--- config.mk ---
export PLATFORM = sky130hd
export DESIGN_NAME = detector_jogada_flat
export DESIGN_NICKNAME = d
export VERILOG_FILES = /design/src/rtl/detector_jogada_if.sv /design/src/rtl/detector_jogada.sv /design/src/flat_wrapper.sv
export SDC_FILE = /design/constraint.sdc
export NUM_CORES = 1
export LEC_CHECK = 0
export ABC_AREA = 1
export ABC_CLOCK_PERIOD_IN_PS = 1710
export BUFFER_PORTS_ARGS = -buffer_cell sky130_fd_sc_hd__buf_2
export CAP_MARGIN = 20
export CELL_PAD_IN_SITES_DETAIL_PLACEMENT = 1
export CELL_PAD_IN_SITES_GLOBAL_PLACEMENT = 1
export CORE_MARGIN = 5
export CORE_UTILIZATION = 35
export DETAILED_ROUTE_END_ITERATION = 10
export GPL_TIMING_DRIVEN = 0
export PLACE_DENSITY = 0.73
export SLEW_MARGIN = 20
export SYNTH_ARGS = -nofsm -noshare
export SYNTH_HDL_FRONTEND = slang
export SYNTH_SLANG_ARGS = --single-unit
--- constraint.sdc ---
create_clock -name clock -period 1.71 [get_ports clock]
set_input_delay 0.342 -clock clock [delete_from_list [all_inputs] [get_ports clock]]
set_output_delay 0.342 -clock clock [all_outputs]
set_load 0.1 [all_outputs]
--- src/rtl/detector_jogada_if.sv ---
// rtl/detector_jogada_if.sv - player-move bus between the game control unit and the move detector
interface detector_jogada_if;
    logic       habilitar;
    logic       limpar;
    logic [3:0] chaves;
    logic [3:0] jogada;
    logic       jogada_feita;
    logic       jogada_invalida;
    logic       timeout;
    logic [3:0] db_estado;

    modport master (
        output habilitar, limpar, chaves,
        input  jogada, jogada_feita, jogada_invalida, timeout, db_estado
    );

    modport slave (
        input  habilitar, limpar, chaves,
        output jogada, jogada_feita, jogada_invalida, timeout, db_estado
    );
endinterface

--- src/rtl/detector_jogada.sv ---
// rtl/detector_jogada.sv - synchronises/debounces the switch bank, registers one move per press, runs the move timeout
module detector_jogada #(
    parameter int DEBOUNCE_CYCLES = 3,
    parameter int TIMEOUT_CYCLES  = 3000
) (
    input  logic              clock,
    input  logic              reset,
    detector_jogada_if.slave  io_jogo
);

    localparam int DEB_W = $clog2(DEBOUNCE_CYCLES + 1);
    localparam int TMO_W = $clog2(TIMEOUT_CYCLES + 1);

    localparam logic [DEB_W-1:0] DEB_ONE  = DEB_W'(1);
    localparam logic [DEB_W-1:0] DEB_LAST = DEB_W'(DEBOUNCE_CYCLES - 1);
    localparam logic [TMO_W-1:0] TMO_ONE  = TMO_W'(1);
    localparam logic [TMO_W-1:0] TMO_LAST = TMO_W'(TIMEOUT_CYCLES - 1);
    localparam logic [TMO_W-1:0] TMO_MAX  = TMO_W'(TIMEOUT_CYCLES);

    typedef enum logic [2:0] {
        S_OCIOSO        = 3'd0,
        S_ESPERA        = 3'd1,
        S_FILTRA        = 3'd2,
        S_REGISTRA      = 3'd3,
        S_ESPERA_SOLTAR = 3'd4,
        S_TIMEOUT       = 3'd5
    } state_t;

    state_t           r_state;
    state_t           w_next;
    logic [3:0]       r_sync1;
    logic [3:0]       r_chaves_s;
    logic [3:0]       r_sample;
    logic [3:0]       w_sample_nx;
    logic [DEB_W-1:0] r_deb;
    logic [DEB_W-1:0] w_deb_nx;
    logic [TMO_W-1:0] r_tmo;
    logic [TMO_W-1:0] w_tmo_nx;
    logic [TMO_W-1:0] w_tmo_inc;
    logic [3:0]       r_jogada;
    logic [3:0]       w_jogada_nx;
    logic             w_press;
    logic             w_onehot;

    always_ff @(posedge clock or negedge reset) begin
        if (!reset) begin
            r_sync1    <= 4'd0;
            r_chaves_s <= 4'd0;
        end else begin
            r_sync1    <= io_jogo.chaves;
            r_chaves_s <= r_sync1;
        end
    end

    assign w_press   = (r_chaves_s != 4'd0);
    // Saturates so a glitch back from FILTRA after expiry still times out in ESPERA.
    assign w_tmo_inc = (r_tmo < TMO_MAX) ? (r_tmo + TMO_ONE) : r_tmo;

    always_comb begin
        w_next      = r_state;
        w_sample_nx = r_sample;
        w_deb_nx    = r_deb;
        w_tmo_nx    = r_tmo;
        w_jogada_nx = r_jogada;

        case (r_state)
            S_OCIOSO: begin
                if (io_jogo.habilitar) begin
                    w_next   = S_ESPERA;
                    w_tmo_nx = '0;
                end
            end
            S_ESPERA: begin
                w_tmo_nx = w_tmo_inc;
                if (w_press) begin
                    w_next      = S_FILTRA;
                    w_sample_nx = r_chaves_s;
                    w_deb_nx    = DEB_ONE;
                end else if (r_tmo >= TMO_LAST) begin
                    w_next = S_TIMEOUT;
                end
            end
            S_FILTRA: begin
                w_tmo_nx = w_tmo_inc;
                if (!w_press) begin
                    w_next = S_ESPERA;
                end else if (r_chaves_s != r_sample) begin
                    w_sample_nx = r_chaves_s;
                    w_deb_nx    = DEB_ONE;
                end else if (r_deb == DEB_LAST) begin
                    w_next = S_REGISTRA;
                end else if (r_tmo == TMO_LAST) begin
                    // Exact match: a press arriving on the expiry cycle enters here already past it.
                    w_next = S_TIMEOUT;
                end else begin
                    w_deb_nx = r_deb + DEB_ONE;
                end
            end
            S_REGISTRA: begin
                w_next   = S_ESPERA_SOLTAR;
                w_deb_nx = '0;
            end
            S_ESPERA_SOLTAR: begin
                if (w_press) begin
                    w_deb_nx = '0;
                end else if (r_deb == DEB_LAST) begin
                    w_next   = S_ESPERA;
                    w_tmo_nx = '0;
                end else begin
                    w_deb_nx = r_deb + DEB_ONE;
                end
            end
            S_TIMEOUT: begin
                if (io_jogo.limpar) begin
                    w_next   = S_ESPERA;
                    w_tmo_nx = '0;
                end
            end
            default: begin
                w_next = S_OCIOSO;
            end
        endcase

        if (io_jogo.limpar) begin
            w_tmo_nx = '0;
        end
        if (!io_jogo.habilitar && (r_state != S_REGISTRA)) begin
            w_next = S_OCIOSO;
        end
        // Load on entry so the code is valid together with the pulse.
        if (w_next == S_REGISTRA) begin
            w_jogada_nx = r_sample;
        end
    end

    always_ff @(posedge clock or negedge reset) begin
        if (!reset) begin
            r_state  <= S_OCIOSO;
            r_sample <= 4'd0;
            r_deb    <= '0;
            r_tmo    <= '0;
            r_jogada <= 4'd0;
        end else begin
            r_state  <= w_next;
            r_sample <= w_sample_nx;
            r_deb    <= w_deb_nx;
            r_tmo    <= w_tmo_nx;
            r_jogada <= w_jogada_nx;
        end
    end

    assign w_onehot = (r_sample != 4'd0) && ((r_sample & (r_sample - 4'd1)) == 4'd0);

    assign io_jogo.jogada          = r_jogada;
    assign io_jogo.jogada_feita    = (r_state == S_REGISTRA) && w_onehot;
    assign io_jogo.jogada_invalida = (r_state == S_REGISTRA) && !w_onehot;
    assign io_jogo.timeout         = (r_state == S_TIMEOUT);
    assign io_jogo.db_estado       = {1'b0, r_state};

endmodule

--- src/flat_wrapper.sv ---
// flat-port wrapper written by rule: the top's interface ports become plain ports
module detector_jogada_flat 
#(
    parameter int DEBOUNCE_CYCLES = 3,
    parameter int TIMEOUT_CYCLES  = 3000
)
  (clock, reset, io_jogo_habilitar, io_jogo_limpar, io_jogo_chaves, io_jogo_jogada, io_jogo_jogada_feita, io_jogo_jogada_invalida, io_jogo_timeout, io_jogo_db_estado);
  detector_jogada_if io_jogo_i ();
  input  logic clock;
  input  logic reset;
  input wire logic [$bits(io_jogo_i.habilitar)-1:0] io_jogo_habilitar;
  input wire logic [$bits(io_jogo_i.limpar)-1:0] io_jogo_limpar;
  input wire logic [$bits(io_jogo_i.chaves)-1:0] io_jogo_chaves;
  output wire logic [$bits(io_jogo_i.jogada)-1:0] io_jogo_jogada;
  output wire logic [$bits(io_jogo_i.jogada_feita)-1:0] io_jogo_jogada_feita;
  output wire logic [$bits(io_jogo_i.jogada_invalida)-1:0] io_jogo_jogada_invalida;
  output wire logic [$bits(io_jogo_i.timeout)-1:0] io_jogo_timeout;
  output wire logic [$bits(io_jogo_i.db_estado)-1:0] io_jogo_db_estado;
  assign io_jogo_i.habilitar = io_jogo_habilitar;
  assign io_jogo_i.limpar = io_jogo_limpar;
  assign io_jogo_i.chaves = io_jogo_chaves;
  assign io_jogo_jogada = io_jogo_i.jogada;
  assign io_jogo_jogada_feita = io_jogo_i.jogada_feita;
  assign io_jogo_jogada_invalida = io_jogo_i.jogada_invalida;
  assign io_jogo_timeout = io_jogo_i.timeout;
  assign io_jogo_db_estado = io_jogo_i.db_estado;
  detector_jogada #(.DEBOUNCE_CYCLES(DEBOUNCE_CYCLES), .TIMEOUT_CYCLES(TIMEOUT_CYCLES)) u_core (.clock(clock), .reset(reset), .io_jogo(io_jogo_i));
endmodule
Yosys cells after proc, flatten, opt, wreduce, memory -nomap -nowiden
Cells that the tools add are included.
W data, S select, Z words.
{"block": "op_classes", "n_addsub": 3, "n_lt_le_gt_ge": 2, "eq_ne": 20, "muxes": 30, "n_bitwise": 1, "reduce_logical": 17}
{"operator": "$mux W12", "count": 5}
{"operator": "$pmux W12 S3", "count": 1}
{"operator": "$mux W3", "count": 11}
{"operator": "$pmux W3 S6", "count": 1}
{"operator": "$reduce_bool A4 Y1", "count": 4}
{"operator": "$ne A3 B2 Y1 const B", "count": 5}
{"operator": "$mux W2", "count": 7}
{"operator": "$add A12 B1 Y12 const B", "count": 1}
{"operator": "$eq A12 B12 Y1 const B", "count": 1}
{"operator": "$ge A12 B12 Y1 const B", "count": 1}
{"operator": "$lt A12 B12 Y1 const B", "count": 1}
{"operator": "$mux W4", "count": 3}
{"operator": "$eq A3 B2 Y1 const B", "count": 3}
{"operator": "$pmux W2 S4", "count": 1}
{"operator": "$pmux W4 S2", "count": 1}
{"operator": "$eq A3 B3 Y1 const B", "count": 2}
{"operator": "$ne A2 B1 Y1 const B", "count": 3}
{"operator": "$ne A3 B3 Y1 const B", "count": 2}
{"operator": "$reduce_and A6 Y1", "count": 1}
{"operator": "$reduce_and A5 Y1", "count": 1}
{"operator": "$and A4 B4 Y4", "count": 1}
{"operator": "$logic_and A1 B1 Y1", "count": 4}
{"operator": "$logic_not A4 Y1", "count": 1}
{"operator": "$ne A4 B4 Y1", "count": 1}
{"operator": "10 further kinds", "count": 11}
{"block": "totals", "ff_bits": 33, "input_bits": 8, "output_inout_bits": 11, "elab_cells": 80}

Longest topological paths before layout
Gate-level depths: netlist of run 1.
{"block": "logic_depth", "word_depth": 8, "mapped_depth": 13, "ltp_nobuf": 12}

Worst setup path after synthesis of run 1
Ideal clock, no wire load.
{"block": "synth_timing", "path_kind": "reg2out", "startpoint": "reg u_core.r_state[0]", "endpoint": "out io_jogo_jogada_feita", "arrival_time_ns": 2.601, "t_required_ns": 1.368, "path_slack_ns": -1.233, "stages_incl_launch_ff": 3, "path_buffers": 0, "cell_sequence": "dfrtp_1 > nand3_1 > nor2_1"}
{"block": "synth_between", "elab_chain_cells": 2}
{"element": "from (decl)", "line_no": "detector_jogada.sv:29", "rtl": "state_t r_state;"}
{"element": "from (signal assigned)", "line_no": "detector_jogada.sv:144", "rtl": "r_state <= w_next;"}
{"element": "$eq A3 B2 Y1", "line_no": "detector_jogada.sv:155", "rtl": "assign io_jogo.jogada_feita = (r_state == S_REGISTRA) && w_onehot;"}
{"element": "$logic_and A1 B1 Y1", "line_no": "detector_jogada.sv:155"}
{"element": "to (decl)", "line_no": "flat_wrapper.sv:15", "rtl": "output wire logic [$bits(io_jogo_i.jogada_feita)-1:0] io_jogo_jogada_feita;"}
Every way passes these cells.

Worst setup path in the final report of run 1
{"block": "layout_timing", "startpoint": "reg u_core.r_sample[0]", "endpoint": "out io_jogo_jogada_invalida"}
{"block": "layout_between", "elab_chain_cells": 6, "elab_cells_between_ends": 7, "classes_between": "add/sub: 1; bitwise: 1; reduce/logical: 5"}
{"element": "from (decl)", "line_no": "detector_jogada.sv:33", "rtl": "logic [3:0] r_sample;"}
{"element": "from (signal assigned)", "line_no": "detector_jogada.sv:145", "rtl": "r_sample <= w_sample_nx;"}
{"element": "$sub A4 B1 Y4", "line_no": "detector_jogada.sv:152", "rtl": "assign w_onehot = (r_sample != 4'd0) && ((r_sample & (r_sample - 4'd1)) == 4'd0);"}
{"element": "$and A4 B4 Y4", "line_no": "detector_jogada.sv:152"}
{"element": "$logic_not A4 Y1", "line_no": "detector_jogada.sv:152"}
{"element": "$logic_and A1 B1 Y1 *", "line_no": "detector_jogada.sv:152"}
{"element": "$logic_not A1 Y1 *", "line_no": "detector_jogada.sv:156", "rtl": "assign io_jogo.jogada_invalida = (r_state == S_REGISTRA) && !w_onehot;"}
{"element": "$logic_and A1 B1 Y1 *", "line_no": "detector_jogada.sv:156"}
{"element": "to (decl)", "line_no": "flat_wrapper.sv:16", "rtl": "output wire logic [$bits(io_jogo_i.jogada_invalida)-1:0] io_jogo_jogada_invalida;"}
Mark *: on every way between the ends. The rest lies on a longest branch, timed or not.

==> reports/qor.csv, run 1 <==
stage,metric,value,unit
placement,Placed Instances,372,
cells_and_area,layout cells sized above 1,39.0,%
sta,fin crit share,105,%
global_routing,gr usage total,15.3,%
global_routing,largest net degree at the start of global routing,34,
floorplanning,Core Rows,28,
synth,Yosys warning count,0,
floorplanning,die height,87.2,um
sta,Slew HR,49.0,%
clocking,CTS Buf Count,5,
flow_run,max_cap viols,0,
synth,Yosys reg bits,33,
global_routing,first-pass GRT wire length,9.22,mm
floorplanning,initial core utilization,35.7,%
synth,leading area contributor after synthesis,dfrtp_1,
cells_and_area,"non-filler cells, final",406,
worst_setup_path,CP max stage cell,dfrtp_2,
worst_setup_path,Worst Path Arrival,1450,ps
worst_setup_path,"Buf+Inv Stages, Crit Path",2,
cells_and_area,"commonest non-fill, non-tap cells in the layout","66 x nand2_1, 30 x inv_1, 26 x buf_4",
synth,Mapped Area,2090,um^2
clocking,CTS tree,built,
worst_setup_path,Worst Setup Start Kind,flop,
cells_and_area,# diodes,0,
sta,# setup viols final,2,
global_routing,antenna violations before repair,0,
cells_and_area,final instance area,2860,um^2
worst_setup_path,CP Class,flop to primary output,
worst_setup_path,most used cell along the critical path,nor2_4,
worst_setup_path,worst r2r src,u_core.r_state[0],
clocking,clock sinks,33,
worst_setup_path,Critical Path Start,u_core.r_sample[0],
sta,clock skew,12.3,ps
cells_and_area,fin util,48.8,%
cells_and_area,"most common cell after layout, fill and taps aside",nand2_1,
power,pwr dens,795,nW/um^2
clocking,clock-pin slew on the worst setup and hold paths,80,ps
routing,drt via density,4.84,
worst_setup_path,required time of the critical path,1370,ps
global_routing,vias in the first global route,1907,
synth,Synth Net Count,291,
worst_setup_path,worst-case reg-to-reg path depth,10,
sta,unrepaired setup endpoints after global routing,yes,
global_routing,"Remaining Overflow, GRT",0,
routing,Residual DRC,0,
clocking,Post-CTS Hold Fix Bufs,0,
worst_setup_path,CP max FO,4,
placement,placed cell areas,2320,um^2
routing,Post-Route WL,5.81,mm
placement,routability congestion estimate,0.850,
worst_setup_path,Crit. End Element,primary output,
synth,register area share after synthesis,39.6,%
floorplanning,full die area,7610,um^2
routing,detailed-route wire length per cell,14.3,um
cells_and_area,layout net count,340,
worst_setup_path,WP depth,6,
placement,Post-DP HPWL,3.88,mm
worst_setup_path,"setup slack, reg-to-reg",40,ps
sta,Final WS setup,-82.9,ps
sta,max frequency,0.558,GHz
floorplanning,Core ar.,5850,um^2
cells_and_area,area delta synth->final,36.9,%
synth,number of library cell types mapped by synthesis,31,
routing,via count,1964,
sta,Final Hold Viols,0,
worst_setup_path,"CP delay by family, top",flip-flops,
synth,syn_area_per_cell,7.43,um^2
placement,Port-buffer cells,16,
power,Lkg Pwr,1.36,nW
synth,Synth top area share,39.6,%
worst_setup_path,reg2reg end,u_core.r_tmo[11],
clocking,H-tree levels,2,
routing,"antenna viol nets, final",0,
floorplanning,chip width,87.2,um
floorplanning,IO Pins,19,
sta,min cycle time layout,1790,ps
worst_setup_path,"critical path, cell by cell","nor2_4, o22ai_2, o21ai_4, inv_2, nor2_4, buf_12",
clocking,clock latency on the worst-skew pair,290,ps
routing,DR pass1 iterations,4,
sta,Worst-Margin Slew,766,ps
hold_path,Hold WC Path Type,input pin to asynchronous set/reset pin,
clocking,Max clock buf depth,2,
routing,DRT iter0 DRCs,69,
worst_setup_path,CP max stage delay,450,ps
synth,Syn Inst Count,281,
clocking,Root Buffer,clkbuf_8,
status,status,finished with violations,
sta,fin. max-slew vios,0,
power,worst vdd ir,0.552,mV
synth,Synth area leaders,"dfrtp_1 40%, nand2_1 13%, inv_1 5.9%",
status,violated checks,setup timing,
## registers in the layout (all words and copies together) (netlist names)
signal and count:
u_core.io_jogo.jogada 4, u_core.r_sync1 4, u_core.r_tmo 12, u_core.r_chaves_s 4
u_core.r_deb 2, u_core.r_state 3, u_core.r_sample 4
## repair_timing
action	in CTS	in global routing
pin swaps	8	17
gates resized for setup	27	33
buffers inserted	8	18
gates cloned	0	1
setup endpoints to repair	17	23
## where the power goes
| group | switching, W | internal [W] | total, W |
|---|---|---|---|
| logic | 0.000394 | 0.000215 | 0.000609 |
| clock network | 0.000336 | 0.000437 | 0.000773 |
| registers | 0.0000590 | 0.000832 | 0.000891 |
## cell families after synthesis
| kind of cell | synth area share, % |
|---|---|
| adder cells (fa/ha/maj) | 1.20 |
| XOR/XNOR | 3.78 |
| buffers and inverters | 9.53 |
| flip-flops | 39.6 |
| other | 0.180 |
| AO/OA/AOI/OAI | 8.75 |
| AND/OR/NAND/NOR | 37.0 |
## worst register-to-register path: cells and delay by family, from the launching register on
kind / cells / cell delay [ps]
simple gates: 8 / 700
buf+inv: 2 / 320
flops: 1 / 540
## worst max-delay path by stage
| stage | slack, ps | to |
|---|---|---|
| 2_1_floorplan | -70 | u_core.r_state[2] |
| 3_3_place_gp | -100 | io_jogo_jogada_invalida |
| 3_5_place_dp | -110 | io_jogo_jogada_invalida |
| 4_1_cts | -90 | io_jogo_jogada_invalida |
| 5_1_grt | -150 | io_jogo_jogada_invalida |
| 6_report | -80 | io_jogo_jogada_invalida |
## per-layer routing
metal	track usage, %	share of wire (%)
met2	24.2	50
met3	2.84	2.8
met4	4.18	1.2
met5	0	0
met1	21.4	46
## stage by stage
step / power [W] / setup TNS (ps) / setup WS, ps / hold slack [ps]
5_1_grt: 0.00240 / -795 / -149 / 136
3_3_place_gp: 0.00134 / -646 / -97.1 / 332
2_1_floorplan: 0.00124 / -304 / -70.1 / 46.4
6_report: 0.00227 / -149 / -82.9 / 109
3_5_place_dp: 0.00135 / -722 / -113 / 337
4_1_cts: 0.00221 / -683 / -89.0 / 143
## cell usage after synthesis
cell type / number
nor3_1: 10
and3_1: 1
nand3_2: 5
nor3b_1: 1
nand3_1: 20
nor2_2: 5
nand2_2: 8
a21oi_1: 2
nor2_8: 1
xor2_1: 7
nand2_8: 2
buf_4: 1
nand2_1: 72
inv_2: 9
o21bai_1: 1
o21ai_0: 16
buf_2: 2
nand2_4: 1
o21ai_2: 6
buf_12: 1
ha_1: 2
o22ai_1: 1
o21ai_4: 1
o21ai_1: 2
nor2_1: 31
inv_1: 33
conb_1: 1
dfrtp_1: 33
xnor2_1: 2
clkbuf_1: 1
nand4_1: 3
## layout make-up
type | instances | area, um^2
fillers | 746 | 2990
multi-input cells | 201 | 1250
flip-flops and latches | 33 | 843
repair buffers | 43 | 349
inverters | 42 | 169
well taps | 75 | 93.8
clock buffers | 5 | 68.8
clock inverters | 3 | 46.3
plain buffers | 4 | 36.3
Note: power is estimated with default switching activity, not from simulation.
==> run 2, diff against run 1 <==
--- a/config.mk
+++ b/config.mk
@@ -13,2 +13,3 @@
 export CELL_PAD_IN_SITES_GLOBAL_PLACEMENT = 1
+export CORE_ASPECT_RATIO = 0.75
 export CORE_MARGIN = 5
==> constraint.sdc (replaced) <==
create_clock -name clock -period 1.71 [get_ports clock]
set_input_delay 0.2565 -clock clock [delete_from_list [all_inputs] [get_ports clock]]
set_output_delay 0.2565 -clock clock [all_outputs]
set_load 0.1 [all_outputs]
==> run 2 against run 1 <==
The run still ends with setup timing left; hold slack got worse by 71 ps; maximum frequency is 3.7% higher; flip-flop and latch count unchanged; die area up 0.21%; utilization rose by 1.4 points; via count grew 3.6%; sequential power up 0.9%; combinational power is 7.4% higher; sequential share of layout area is 0.44 points lower; power increased by 2.0%; clock power down 1%.
==> reports/qor.csv, run 2 (same netlist as run 1, synthesis figures left out) <==
stage,metric,value,unit,change
placement,routability congestion estimate,0.839,,was 0.850
sta,fin. max-slew vios,0,,unchanged
clocking,clock latency on the worst-skew pair,290,ps,about the same
clocking,Root Buffer,clkbuf_8,,unchanged
placement,placed cell areas,2310,um^2,was 2320 um^2
power,Sw Share,34.9,%,was 34.7%
clocking,clock-pin slew on the worst setup and hold paths,80,ps,about the same
clocking,Max clock buf depth,2,,unchanged
routing,DRT iter0 DRCs,88,,was 69
sta,Final Hold Viols,0,,unchanged
worst_setup_path,Crit. End Element,primary output,,unchanged
worst_setup_path,worst-case reg-to-reg path depth,12,,was 10
floorplanning,full die area,7620,um^2,was 7610 um^2
sta,fin crit share,101,%,was 105%
clocking,CTS Buf Count,5,,unchanged
placement,Port-buffer cells,16,,unchanged
floorplanning,chip width,99.2,um,was 87.2 um
sta,Worst-Margin Slew,772,ps,was 766 ps
power,Pwr Total,0.00232,W,was 0.00227 W
floorplanning,Core Rows,24,,was 28
cells_and_area,layout net count,347,,was 340
floorplanning,initial core utilization,36.0,%,was 35.7%
power,Clk pwr share,33.0,%,was 34.0%
power,Sequential Power Share,38.8,%,was 39.2%
floorplanning,die height,76.9,um,was 87.2 um
placement,Post-DP HPWL,4.07,mm,was 3.88 mm
hold_path,Hold WC Path Type,input pin to asynchronous set/reset pin,,unchanged
sta,Final WS setup,-19.1,ps,was -82.9 ps
power,pwr dens,795,nW/um^2,about the same
sta,min cycle time layout,1730,ps,was 1790 ps
worst_setup_path,Worst Path Arrival,1470,ps,was 1450 ps
status,violated checks,setup timing,,unchanged
routing,"antenna viol nets, final",0,,unchanged
cells_and_area,"commonest non-fill, non-tap cells in the layout","61 x nand2_1, 35 x buf_4, 31 x inv_1",,"was 66 x nand2_1, 30 x inv_1, 26 x buf_4"
status,status,finished with violations,,unchanged
global_routing,first-pass GRT wire length,9.90,mm,was 9.22 mm
routing,Post-Route WL,6.65,mm,was 5.81 mm
routing,drt via density,4.89,,was 4.84
global_routing,vias in the first global route,1974,,was 1907
routing,Residual DRC,0,,unchanged
cells_and_area,max reg flops,12,,unchanged
sta,clock skew,13.6,ps,was 12.3 ps
global_routing,gr usage total,16.1,%,was 15.3%
sta,max frequency,0.578,GHz,was 0.558 GHz
clocking,clock sinks,33,,unchanged
sta,unrepaired setup endpoints after global routing,yes,,unchanged
sta,# setup viols final,4,,was 2
cells_and_area,layout cells sized above 1,43.5,%,was 39.0%
global_routing,antenna violations before repair,0,,unchanged
floorplanning,IO Pins,19,,unchanged
worst_setup_path,Worst Setup Start Kind,flop,,unchanged
worst_setup_path,CP Class,flop to primary output,,unchanged
worst_setup_path,"setup slack, reg-to-reg",-10,ps,was 40 ps
clocking,H-tree levels,2,,unchanged
cells_and_area,"most common cell after layout, fill and taps aside",nand2_1,,unchanged
routing,via count,2034,,was 1964
cells_and_area,Fillers,709,,was 746
clocking,Post-CTS Hold Fix Bufs,0,,unchanged
floorplanning,Core ar.,5800,um^2,was 5850 um^2
worst_setup_path,required time of the critical path,1450,ps,was 1370 ps
power,P_int,0.00151,W,was 0.00148 W
power,Lkg Pwr,1.38,nW,was 1.36 nW
global_routing,largest net degree at the start of global routing,34,,unchanged
sta,setup TNS,-47.4,ps,was -149 ps
worst_setup_path,CP max FO,4,,unchanged
global_routing,"Remaining Overflow, GRT",0,,unchanged
cells_and_area,# diodes,0,,unchanged
clocking,CTS tree,built,,unchanged
cells_and_area,final instance area,2910,um^2,was 2860 um^2
routing,DR pass1 iterations,4,,unchanged
flow_run,max_cap viols,0,,unchanged
cells_and_area,area delta synth->final,39.6,%,was 36.9%
power,Switch Pwr,0.000810,W,was 0.000789 W
cells_and_area,largest register by flop count,u_core.r_tmo,,unchanged
power,Gate power share,28.2,%,was 26.8%
routing,detailed-route wire length per cell,16.0,um,was 14.3 um
power,worst vdd ir,0.736,mV,was 0.552 mV
sta,Slew HR,48.5,%,was 49.0%
[run 2: cell count changes in the layout (fill, tap and decap cells not counted), moves of 3 or more]
cell / previous run / this run
o21ai_2: 6 / 11
nand2_2: 10 / 16
o21ai_1: 7 / 4
nand2_1: 66 / 61
dfrtp_1: 25 / 22
buf_4: 26 / 35
dfrtp_2: 5 / 8
[run 2: critical path: stages, from the launching register on]
cell and delay (ps):
dfrtp_2 450, nand2_1 80, inv_1 50, o22ai_2 170, o21ai_2 110, nor2_4 140, buf_12 180
[run 2: power by group through the flow]
stage / logic [W] / registers [W] / clock network, W
after floorplan: 0.000258 / 0.000971 / 0
after global placement: 0.000443 / 0.000887 / 0
after detailed placement: 0.000452 / 0.000888 / 0
after CTS: 0.000521 / 0.000887 / 0.000777
after global routing: 0.000708 / 0.000907 / 0.000821
final: 0.000654 / 0.000899 / 0.000764
[run 2: final timing paths]
| check | from | to |
|---|---|---|
| min in group clock | io_jogo_chaves[0] | u_core.r_sync1[0] |
| worst max-delay path | u_core.r_sample[1] | io_jogo_jogada_feita |
| worst min-delay path | reset | u_core.r_tmo[5] |
| worst max register to register | u_core.r_state[1] | u_core.io_jogo.jogada[0] |
| max in group asynchronous | reset | u_core.r_state[1] |
| worst min register to register | u_core.r_sync1[1] | u_core.r_chaves_s[1] |
[run 2: repair_timing]
item | 4_1_cts | 5_1_grt
gates resized for setup | 31 | 39
gates cloned | 0 | 1
endpoints found under the hold margin | 0 | 0
setup endpoints to repair | 17 | 24
pin swaps | 3 | 26
buffers inserted | 9 | 24
[run 2: final cells by class]
type                    instances  area, um^2  area share [%]
clock inverters                 3        46.3            1.59
flip-flops and latches         33         847            29.1
well taps                      78        97.6            3.35
multi-input cells             201        1270            43.5
repair buffers                 50         385            13.2
plain buffers                   4        36.3            1.25
inverters                      42         166            5.71
clock buffers                   5        68.8            2.36
[run 2: metal layers]
layer,track usage (%),share of wire (%)
met2,24.4,48
met3,3.81,3.8
met1,23.1,47
met4,3.68,1.5
met5,0,0
[run 2: stage by stage]
stage	cells	utilization [%]	worst slack [ps]	hold slack (ps)
final	416	50.3	-19.1	38.0
after global routing	416	50.3	-87.5	49.6
after CTS	391	44.9	-51.6	60.7
after detailed placement	375	39.9	-180	336
after global placement	375	39.9	-193	334
after floorplan	281	-	-66.3	-39.1
==> run 3, diff against run 2 <==
Settings changed: CORE_ASPECT_RATIO 0.75 to default.
==> run 3 against run 2 <==
The run still ends with setup timing left; maximum frequency rose by 0.25%; die area shrank 0.21%; routed wire length fell by 18%; sequential share of layout area increased by 1.1 points; combinational power shrank 10%.
==> reports/qor.csv, run 3 (same netlist as run 1, synthesis figures left out) <==
stage,metric,value,unit,change
flow_run,max_cap viols,0,,unchanged
clocking,H-tree levels,2,,unchanged
clocking,CTS Buf Count,5,,unchanged
sta,# setup viols final,1,,was 4
sta,Final WS setup,-14.8,ps,was -19.1 ps
routing,detailed-route wire length per cell,13.6,um,was 16.0 um
sta,unrepaired setup endpoints after global routing,yes,,unchanged
placement,Port-buffer cells,16,,unchanged
floorplanning,chip width,87.2,um,was 99.2 um
cells_and_area,register area,845,um^2,was 847 um^2
sta,Worst-Margin Slew,765,ps,was 772 ps
global_routing,M2 GR Usage,24.5,%,was 24.4%
global_routing,GR Util met1,20.2,%,was 23.1%
status,violated checks,setup timing,,unchanged
power,Pwr Total,0.00224,W,was 0.00232 W
worst_setup_path,"setup slack, reg-to-reg",70,ps,was -10 ps
global_routing,GRT Max-Usage Layer,met2,,unchanged
cells_and_area,max reg flops,12,,unchanged
cells_and_area,layout cells sized above 1,38.2,%,was 43.5%
cells_and_area,area delta synth->final,34.0,%,was 39.6%
cells_and_area,"commonest non-fill, non-tap cells in the layout","66 x nand2_1, 30 x inv_1, 24 x dfrtp_1",,"was 61 x nand2_1, 35 x buf_4, 31 x inv_1"
clocking,Post-CTS Hold Fix Bufs,0,,unchanged
floorplanning,initial core utilization,35.7,%,was 36.0%
clocking,CTS tree,built,,unchanged
sta,setup TNS,-14.8,ps,was -47.4 ps
cells_and_area,Multi-input gate area,1230,um^2,was 1270 um^2
floorplanning,Core ar.,5850,um^2,was 5800 um^2
cells_and_area,Fillers,709,,unchanged
routing,"antenna viol nets, final",0,,unchanged
routing,Post-Route WL,5.47,mm,was 6.65 mm
worst_setup_path,CP max stage delay,460,ps,was 450 ps
worst_setup_path,worst r2r src,u_core.r_state[1],,unchanged
routing,via count,1917,,was 2034
global_routing,antenna violations before repair,0,,unchanged
sta,clock skew,8.29,ps,was 13.6 ps
sta,min cycle time layout,1720,ps,was 1730 ps
worst_setup_path,worst-case reg-to-reg path depth,11,,was 12
global_routing,met3 usage,2.93,%,was 3.81%
global_routing,"Remaining Overflow, GRT",0,,unchanged
clocking,clock latency on the worst-skew pair,290,ps,about the same
floorplanning,IO Pins,19,,unchanged
clocking,Root Buffer,clkbuf_8,,unchanged
worst_setup_path,CP max FO,5,,was 4
worst_setup_path,Crit. End Element,primary output,,unchanged
floorplanning,Core Rows,28,,was 24
global_routing,vias in the first global route,1885,,was 1974
cells_and_area,layout net count,336,,was 347
sta,Hold WS,27.7,ps,was 38.0 ps
cells_and_area,"most common cell after layout, fill and taps aside",nand2_1,,unchanged
worst_setup_path,"critical path, cell by cell","nor2_4, o22ai_2, o21ai_2, inv_2, nor2_4, buf_12",,"was nand2_1, inv_1, o22ai_2, o21ai_2, nor2_4, buf_12"
cells_and_area,largest register by flop count,u_core.r_tmo,,unchanged
routing,DR pass1 iterations,4,,unchanged
sta,max frequency,0.580,GHz,was 0.578 GHz
sta,fin. max-slew vios,0,,unchanged
worst_setup_path,Worst Path Arrival,1470,ps,about the same
placement,Post-DP HPWL,3.87,mm,was 4.07 mm
clocking,clock sinks,33,,unchanged
global_routing,first-pass GRT wire length,8.98,mm,was 9.90 mm
routing,DRT iter0 DRCs,61,,was 88
clocking,Max clock buf depth,2,,unchanged
power,worst vdd ir,0.512,mV,was 0.736 mV
floorplanning,full die area,7610,um^2,was 7620 um^2
sta,Final Hold Viols,0,,unchanged
routing,Residual DRC,0,,unchanged
hold_path,Hold WC Path Type,input pin to asynchronous set/reset pin,,unchanged
sta,fin crit share,101,%,about the same
worst_setup_path,CP max stage cell,dfrtp_2,,unchanged
global_routing,largest net degree at the start of global routing,34,,unchanged
power,Lkg Pwr,1.33,nW,was 1.38 nW
sta,Slew HR,49.0,%,was 48.5%
worst_setup_path,CP Class,flop to primary output,,unchanged
clocking,clock-pin slew on the worst setup and hold paths,80,ps,about the same
power,pwr dens,801,nW/um^2,was 795 nW/um^2
worst_setup_path,Worst Setup Start Kind,flop,,unchanged
floorplanning,die height,87.2,um,was 76.9 um
worst_setup_path,required time of the critical path,1450,ps,about the same
placement,routability congestion estimate,0.853,,was 0.839
status,status,finished with violations,,unchanged
global_routing,gr usage total,15.0,%,was 16.1%
cells_and_area,# diodes,0,,unchanged
worst_setup_path,reg2reg end,u_core.r_tmo[11],,was u_core.io_jogo.jogada[0]
worst_setup_path,most used cell along the critical path,nor2_4,,
routing,drt via density,4.77,,was 4.89
==> run 3: cell count changes in the layout (fill, tap and decap cells not counted), moves of 2 or more <==
cell	change
o21ai_1	+4
dfrtp_1	+2
buf_4	-12
dfrtp_2	-2
nand2_1	+5
nand2_2	-5
o21ai_2	-4
==> run 3: area by class of cell <==
| class | instances | share of cell area, % |
|---|---|---|
| multi-input combinational | 201 | 44.0 |
| sequential | 33 | 30.2 |
| timing repair buffer | 38 | 10.6 |
| inverter | 42 | 6.04 |
| tap | 75 | 3.36 |
| clock buffer | 5 | 2.46 |
| buffer | 5 | 1.70 |
| clock inverter | 3 | 1.66 |
==> run 3: power breakdown <==
group | internal (W) | leakage (nW) | total [W] | switching, W
logic | 0.000203 | 0.857 | 0.000586 | 0.000383
clock network | 0.000436 | 0.0543 | 0.000767 | 0.000330
registers | 0.000831 | 0.415 | 0.000889 | 0.0000580
==> run 3: timing repair <==
action,in CTS,in global routing
hold endpoints to repair,0,0
pin swaps,1,12
resized for setup,25,36
setup buffers,1,20
gates cloned,0,1
setup endpoints to repair,17,24
==> run 3: critical path: cells and delay by family (launching register included) <==
family	cells	cell delay, ps
AO/OA/AOI/OAI	2	210
buffers and inverters	2	250
AND/OR/NAND/NOR	2	250
flip-flops	1	460
==> run 3: worst max path at each step <==
stage,endpoint,start,depth (start not counted),slack (ps)
finish,io_jogo_jogada_invalida,u_core.r_sample[1],6,-10
global route,io_jogo_jogada_invalida,u_core.r_sample[1],6,-110
CTS,io_jogo_jogada_invalida,u_core.r_state[2],4,-50
detailed placement,io_jogo_jogada_invalida,u_core.r_sample[3],6,-230
global placement,io_jogo_jogada_invalida,u_core.r_sample[3],6,-220
floorplan,io_jogo_jogada_feita,u_core.r_state[2],3,-70
==> run 3: layer usage <==
layer	wire length, um	vias to the layer above	share of wire (%)
met1	2660	921	49
met5	0	-	0
met4	52	0	0.95
li1	-	966	-
met2	2620	26	48
met3	138	4	2.5
==> run 3: stage by stage <==
stage	instance area [um^2]	setup slack, ps	utilization, %	std cells
finish	2800	-14.8	47.8	402
detailed placement	2310	-227	39.5	372
global placement	2310	-224	39.5	372
floorplan	2140	-66.3	-	281
global route	2800	-112	47.8	402
CTS	2520	-52.0	43.1	381
